==> src/rtl/gcd_unit_arbiter.sv <==
// Shares one GCD unit between p_num_reqs requesters: round-robin request grant,
// with a tag FIFO that steers the in-order GCD responses back to the issuing port.
module gcd_unit_arbiter #(
  parameter int p_num_reqs     = 2,
  parameter int p_max_inflight = 4
) (
  input  logic                     clk,
  input  logic                     reset,
  input  logic [p_num_reqs-1:0]    in_req_val,
  output logic [p_num_reqs-1:0]    in_req_rdy,
  input  logic [32*p_num_reqs-1:0] in_req_msg,
  output logic [p_num_reqs-1:0]    in_resp_val,
  input  logic [p_num_reqs-1:0]    in_resp_rdy,
  output logic [16*p_num_reqs-1:0] in_resp_msg,
  output logic                     gcd_req_val,
  input  logic                     gcd_req_rdy,
  output logic [31:0]              gcd_req_msg,
  input  logic                     gcd_resp_val,
  output logic                     gcd_resp_rdy,
  input  logic [15:0]              gcd_resp_msg
);
  localparam int iw = (p_num_reqs > 1) ? $clog2(p_num_reqs) : 1;
  localparam int fw = $clog2(p_max_inflight);
  localparam logic [iw:0]   num_reqs = (iw+1)'(p_num_reqs);
  localparam logic [iw-1:0] last_idx = iw'(p_num_reqs - 1);

  logic [iw-1:0] rr_ptr;
  logic [iw-1:0] tag_mem [p_max_inflight];
  logic [fw:0]   wr_ptr;
  logic [fw:0]   rd_ptr;
  logic          full;
  logic          empty;
  logic          any_val;
  logic          req_fire;
  logic          resp_fire;
  logic [iw-1:0] grant_idx;
  logic [iw-1:0] head;
  logic [iw:0]   cand;
  logic          found;

  // Handshakes are val/rdy: a transfer happens in a cycle where both are high;
  // val never depends on rdy of the same channel, rdy may depend on val.

  assign full    = (wr_ptr[fw] != rd_ptr[fw]) && (wr_ptr[fw-1:0] == rd_ptr[fw-1:0]);
  assign empty   = (wr_ptr == rd_ptr);
  assign head    = tag_mem[rd_ptr[fw-1:0]];
  assign any_val = |in_req_val;

  // First valid port at or after rr_ptr, wrapping modulo p_num_reqs.
  always_comb begin
    grant_idx = '0;
    found     = 1'b0;
    cand      = '0;
    for (int k = 0; k < p_num_reqs; k++) begin
      cand = {1'b0, rr_ptr} + (iw+1)'(k);
      if (cand >= num_reqs) cand = cand - num_reqs;
      if (!found && in_req_val[cand[iw-1:0]]) begin
        found     = 1'b1;
        grant_idx = cand[iw-1:0];
      end
    end
  end

  assign gcd_req_val  = !reset && any_val && !full;
  assign gcd_resp_rdy = !reset && !empty && in_resp_rdy[head];
  assign req_fire     = gcd_req_val && gcd_req_rdy;
  assign resp_fire    = gcd_resp_val && gcd_resp_rdy;
  assign in_resp_msg  = {p_num_reqs{gcd_resp_msg}};

  always_comb begin
    gcd_req_msg = '0;
    in_req_rdy  = '0;
    in_resp_val = '0;
    for (int i = 0; i < p_num_reqs; i++) begin
      if (any_val && (grant_idx == iw'(i))) begin
        gcd_req_msg   = in_req_msg[32*i +: 32];
        in_req_rdy[i] = req_fire;
      end
      in_resp_val[i] = !reset && gcd_resp_val && !empty && (head == iw'(i));
    end
  end

  always_ff @(posedge clk) begin
    if (reset) begin
      rr_ptr <= '0;
      wr_ptr <= '0;
      rd_ptr <= '0;
    end else begin
      if (req_fire) begin
        wr_ptr <= wr_ptr + (fw+1)'(1);
        rr_ptr <= (grant_idx == last_idx) ? '0 : grant_idx + iw'(1);
      end
      if (resp_fire) rd_ptr <= rd_ptr + (fw+1)'(1);
    end
  end

  // Tag storage needs no reset: entries are only read between push and pop.
  always_ff @(posedge clk) begin
    if (!reset && req_fire) tag_mem[wr_ptr[fw-1:0]] <= grant_idx;
  end

  // A GCD response with no outstanding tag has no owner to go to.
  resp_without_tag: assert property (@(posedge clk) disable iff (reset)
    !(gcd_resp_val && empty));

endmodule

==> config.mk <==
export PLATFORM = sky130hd
export DESIGN_NAME = gcd_unit_arbiter
export DESIGN_NICKNAME = d
export VERILOG_FILES = /design/src/rtl/gcd_unit_arbiter.sv
export SDC_FILE = /design/constraint.sdc
export NUM_CORES = 1
export LEC_CHECK = 0
export ABC_AREA = 1
export BUFFER_PORTS_ARGS = -buffer_cell sky130_fd_sc_hd__buf_4
export CAP_MARGIN = 40
export CORE_ASPECT_RATIO = 1.2
export CORE_MARGIN = 8
export CORE_UTILIZATION = 32
export DETAILED_ROUTE_END_ITERATION = 12
export GPL_TIMING_DRIVEN = 0
export HOLD_SLACK_MARGIN = 0.08
export PLACE_DENSITY = 0.78
export SLEW_MARGIN = 20
export SYNTH_ARGS = -nofsm -noshare
export SYNTH_HDL_FRONTEND = slang
export SYNTH_SLANG_ARGS = --single-unit
export TNS_END_PERCENT = 20
==> constraint.sdc <==
create_clock -name clk -period 1.2 [get_ports clk]
set_clock_uncertainty 0.05 [all_clocks]
set_input_delay 0.12 -clock clk [delete_from_list [all_inputs] [get_ports clk]]
set_output_delay 0.12 -clock clk [all_outputs]
set_load 0.005 [all_outputs]
# [Word level (Yosys, flattened, before mapping)]
# Memories as Yosys holds them, arrays and structs flattened. A register that Yosys moved wholly into a read port is not among the register bits.
# Cells that the tools add are included.
[word_totals] memories=1 output_inout_bits=70 ram_bits=4 wordCells=60 ff_bits=7 latchBits=0 mem_bits_ro=0
[mem_list] memory="tag_mem" depth=4 width=1 read_ports=1 rd_clocked_by_memory_dff=1 wr=1 line="28" source="logic [iw-1:0] tag_mem [p_max_inflight];"
[op_classes] n_mux=20 order_cmp=5 n_addsub=6 eq_ne=3 n_bitwise=2 shifts=0 div=0 mul=0 reduce_logical=20
[ops] cell="$mux 32" count=2
[ops] cell="$mux 1" count=16
[ops] cell="$logic_and 1x1->1" count=15
[ops] cell="$add 3x1->3 const B" count=2
[ops] cell="$lt 1x2->1 const B" count=3
[ops] cell="$logic_not 1->1" count=4
[ops] cell="$mux 2" count=2
[ops] cell="$eq 3x3->1" count=1
[ops] cell="$add 1x1->2 const B" count=1
[ops] cell="$eq 2x2->1" count=1
[ops] cell="$ge 1x2->1 const B" count=1
[ops] cell="$ge 2x2->1 const B" count=1
[ops] cell="$not 1->1" count=2
[ops] cell="$reduce_or 2->1" count=1
[ops] cell="$sub 1x1->1 const B" count=2
[ops] cell="$add 1x1->1 const B" count=1
[ops] cell="$ne 1x1->1" count=1

# [Longest topological paths before layout]
[depth] word_depth=12 depth_mapped=10

# [Worst setup path after synthesis]
# OpenSTA, ideal clock, no wires.
[synth_path] path_kind="register -> register" start="register wr_ptr[0]" end="memory tag_mem[1] in the netlist's numbering, enable pin" period_less_slack_ps=1308 setup_ps=298 path_stages_with_launch=8 path_slack_ps=-108 t_arrival_ps=959 cell_sequence="dfxtp_1 > inv_2 > nand2_1 > nand2_1 > nand3b_4 > nand3_2 > buf_6 > nor2_1"
[synth_between] elab_chain_cells=8
[synth_lines] element="start: declaration" line="29" source="logic [fw:0] wr_ptr;"
[synth_lines] element="start signal: assignment" line="90" source="wr_ptr <= wr_ptr + (fw+1)'(1);"
[synth_lines] element="$eq 2x2->1" line="44" source="assign full = (wr_ptr[fw] != rd_ptr[fw]) && (wr_ptr[fw-1:0] == rd_ptr[fw-1:0]);"
[synth_lines] element="$logic_and 1x1->1" line="44"
[synth_lines] element="$logic_not 1->1" line="64" source="assign gcd_req_val = !reset && any_val && !full;"
[synth_lines] element="$logic_and 1x1->1" line="64"
[synth_lines] element="$logic_and 1x1->1" line="66" source="assign req_fire = gcd_req_val && gcd_req_rdy;"
[synth_lines] element="$logic_and 1x1->1" line="99" source="if (!reset && req_fire) tag_mem[wr_ptr[fw-1:0]] <= grant_idx;"
[synth_lines] element="$mux 1" line="99"
[synth_lines] element="$mux 1 (implied by the code)" line="99"
[synth_lines] element="end: declaration" line="28"
# Several ways; a longest one is shown, not always the timed one.

# [Final worst setup path]
[layout_path] start="register rr_ptr" end="output gcd_req_msg[17]"
[layout_between] elab_chain_cells=12 word_cells_on_any_way=21 cone_classes="add/sub (3); order compare (2); mux (11); bitwise (1); reduce/logical (4)"
[layout_lines] element="start: declaration" line="27" source="logic [iw-1:0] rr_ptr;"
[layout_lines] element="start signal: assignment" line="91" source="rr_ptr <= (grant_idx == last_idx) ? '0 : grant_idx + iw'(1);"
[layout_lines] element="$ge 1x2->1 or $sub 1x1->1 (tied branches)" line="56" source="if (cand >= num_reqs) cand = cand - num_reqs;"
[layout_lines] element="$mux 1" line="56"
[layout_lines] element="$mux 1 (implied by the code) (2 in series)" line="57" source="if (!found && in_req_val[cand[iw-1:0]]) begin"
[layout_lines] element="$mux 1" line="57"
[layout_lines] element="$logic_not 1->1" line="57"
[layout_lines] element="$logic_and 1x1->1" line="57"
[layout_lines] element="$mux 1 *" line="57"
[layout_lines] element="$not 1->1" line="75" source="if (any_val && (grant_idx == iw'(i))) begin"
[layout_lines] element="$logic_and 1x1->1" line="75"
[layout_lines] element="$mux 32" line="75"
[layout_lines] element="$mux 32 *" line="75"
[layout_lines] element="end: declaration" line="17" source="output logic [31:0] gcd_req_msg,"
# Every way passes the cells marked *; elsewhere a longest branch is shown, timed or not. The select of a mux whose other input is x is not followed.

==> insert_results.sql <==
INSERT INTO impl_metrics (metric_group, metric, value, unit) VALUES
('finish', 'postLayoutCellArea', '0.00296', 'sq mm'),
('die', 'die_span_in_y', '90.1', 'um'),
('place', 'port_buffers', '141', ''),
('detailed_routing', 'wl_per_cell', '12.9', 'um'),
('global_route', 'grt_first_pass_wirelength', '9290', 'um'),
('yosys', 'avgSynthCellArea', '5.93', 'sq um'),
('critical_path', 'crit_buf_inv', '4', ''),
('sta', 'holdWs', '0.141', 'ns'),
('global_route', 'antenna_found_initial', '0', ''),
('run', 'drv_cap', '0', ''),
('clock_tree', 'ctsLongestPathBuffers', '2', ''),
('yosys', 'syn_nets', '340', ''),
('clock_tree', 'clk-insertion-delay-late', '0.24', 'ns'),
('yosys', 'synth.ff_latch_count', '13', ''),
('finish', 'finalNetCount', '502', ''),
('sta', 'finalSetupViolCount', '51', ''),
('detailed_routing', 'wirelength', '6020', 'um'),
('detailed_routing', 'drt_iter0_drc', '34', ''),
('yosys', 'yosysWarningCount', '0', ''),
('place', 'place.detailed.instances', '446', ''),
('min_path', 'hold_end', 'wr_ptr[2]$_SDFFE_PP0N_', ''),
('finish', 'layout-drive-gt1-share', '0.591', ''),
('critical_path', 'required', '1.03', 'ns'),
('global_route', 'grt_max_degree', '11', ''),
('global_route', 'grt_pass1_vias', '2081', ''),
('sta', 'worstMarginPinSlew', '0.307', 'ns'),
('critical_path', 'timing.rr.start', 'wr_ptr[2]$_SDFFE_PP0N_', ''),
('critical_path', 'timing.rr.end', 'tag_mem[2]$_DFFE_PP_', ''),
('min_path', 'worst_hold_startpoint', 'gcd_req_rdy', ''),
('finish', 'multi_input_area', '792', 'sq um'),
('critical_path', 'reg2reg_depth', '8', ''),
('sta', 'totalNegativeSetupSlack', '-10.71', 'ns'),
('die', 'floorplan.initialDensity', '0.326', ''),
('finish', 'layout.filler_cells', '388', ''),
('min_path', 'min_path_cells', '3', ''),
('die', 'placement_rows', '27', ''),
('detailed_routing', 'detail_route.first_pass.iterations', '4', ''),
('yosys', 'yosysUniqueCellTypes', '22', ''),
('die', 'pin_count', '158', ''),
('critical_path', 'timing.critical_path.slowest_cell_delay', '0.34', 'ns'),
('global_route', 'grt_util_all_layers', '0.158', ''),
('sta', 'finalWorstSetupSlack', '-0.298', 'ns'),
('critical_path', 'cpMaxStageDelayCell', 'dfxtp_2', ''),
('power_and_ir_drop', 'power_leakage', '1.69', 'nW'),
('power_and_ir_drop', 'power.switching_fraction', '0.300', ''),
('sta', 'final_clock_period_utilization_by_the_worst_path', '1.25', ''),
('sta', 'timing.fmax', '0.668', 'GHz'),
('finish', 'finalNonFillerCells', '466', ''),
('sta', 'max_slew_margin', '0.795', ''),
('clock_tree', 'numClockSinks', '13', ''),
('detailed_routing', 'vias', '1982', ''),
('die', 'core-area', '0.00449', 'sq mm'),
('clock_tree', 'cts_root_buf', 'clkbuf_8', ''),
('min_path', 'timing.hold.worst.class', 'in -> reg', ''),
('sta', 'final_hold_viol_count', '0', ''),
('critical_path', 'regToRegSetupSlack', '-0.26', 'ns'),
('critical_path', 'path_class', 'reg -> out', ''),
('finish', 'syn2layout_area_growth', '102', '%'),
('place', 'placed_area', '0.00261', 'sq mm'),
('critical_path', 'critical_path.endpoint_type', 'primary output', ''),
('power_and_ir_drop', 'seq_power_share', '0.267', ''),
('power_and_ir_drop', 'total_switching_power', '0.545', 'mW'),
('status', 'run_status', 'complete, but fails checks', ''),
('critical_path', 'worst-endpoint-arrival', '1.33', 'ns'),
('status', 'violations', 'setup timing', ''),
('clock_tree', 'cts_tree', 'done', ''),
('global_route', 'gr-total-overflow', '0', ''),
('critical_path', 'path_common_cell', 'buf_4', ''),
('critical_path', 'startpoint_type', 'register', ''),
('power_and_ir_drop', 'pwr-share-comb', '0.519', ''),
('detailed_routing', 'vias_per_cell', '4.25', '');
[through the flow]
stage               power [mW]  worst slack [ns]  utilization
floorplan                0.823           -0.0468            -
global placement          1.30            -0.450        0.580
detailed placement        1.31            -0.473        0.580
CTS                       1.77            -0.345        0.620
global route              1.93            -0.357        0.660
finish                    1.82            -0.298        0.660
[layout make-up]
cell class | count | area share
repair buffers | 157 | 0.407
multi-input cells | 140 | 0.267
plain buffers | 39 | 0.108
flip-flops and latches | 13 | 0.107
inverters | 55 | 0.0713
well taps | 58 | 0.0245
clock buffers | 4 | 0.0152
[cells in the final DEF, fill, tap and decap left out, drive strengths merged]
cell and n:
nand2 65, nand4 1, inv 55, dlygate4sd3 1
a21oi 4, edfxtp 4, dfxtp 9, nand3b 1
nor2 21, ha 5, buf 195, xor2 2
nand3 7, o21ai 34, clkbuf 4
[power groups by stage]
stage / Sequential, mW / Combinational [mW] / Clock, mW
after floorplan: 0.492 / 0.332 / 0
after global placement: 0.494 / 0.803 / 0
after detailed placement: 0.495 / 0.819 / 0
after CTS: 0.489 / 0.890 / 0.391
after global routing: 0.487 / 1.04 / 0.407
final: 0.485 / 0.943 / 0.387
[metal layers]
layer	up-vias	GRT usage	part of all wire
li1	1028	-	-
met1	860	0.115	0.28
met2	88	0.313	0.56
met3	6	0.112	0.15
met4	0	0.0284	0.0075
met5	-	0	0
[cells in the mapped netlist (all sizes together)]
library cell / n / area (sq um)
buf: 36 / 267
dfxtp: 9 / 180
xor2: 2 / 17.5
o21ai: 34 / 170
clkbuf: 3 / 11.3
ha: 5 / 62.6
a21oi: 4 / 27.5
inv: 55 / 206
nand2: 65 / 249
nand3: 7 / 40.0
edfxtp: 4 / 120
nor2: 21 / 86.3
nand4: 1 / 6.26
nand3b: 1 / 20.0
[logic make-up after synthesis]
family | count (synthesis) | share of synthesized area
and+or+nand+nor | 95 | 0.274
buffers and inverters | 94 | 0.331
AOI/OAI and AO/OA | 38 | 0.135
DFF | 13 | 0.205
adders and majority gates | 5 | 0.0427
xor gates and xnor gates | 2 | 0.0120
[tightest hold or removal path, delay by kind of cell]
family	cells	cell delay, ns
AOI/OAI and AO/OA	1	0.06
and+or+nand+nor	1	0.09
buffers and inverters	1	0.12
[how the worst max path moves through the flow]
| stage | cells past startpoint | startpoint | slack, ns | end |
|---|---|---|---|---|
| after floorplan | 7 | wr_ptr[1]$_SDFFE_PP0N_ | -0.05 | tag_mem[3]$_DFFE_PP_ |
| after global placement | 5 | rr_ptr$_SDFFE_PP0N_ | -0.45 | gcd_req_msg[22] |
| after detailed placement | 5 | rr_ptr$_SDFFE_PP0N_ | -0.47 | gcd_req_msg[29] |
| after CTS | 6 | rr_ptr$_SDFFE_PP0N_ | -0.34 | in_req_rdy[1] |
| after global routing | 8 | rd_ptr[1]$_SDFFE_PP0P_ | -0.36 | in_req_rdy[0] |
| final | 7 | rr_ptr$_SDFFE_PP0N_ | -0.30 | gcd_req_msg[17] |
[repair_timing]
item / 4_1_cts / 5_1_grt
cloned: 1 / 2
pin swaps: 6 / 7
setup buffers: 3 / 9
endpoints found under the hold margin: 2 / 0
gates resized for setup: 61 / 32
setup endpoints to repair: 55 / 51
hold buffers: 1 / 0
(Power assumes the default switching activity.)
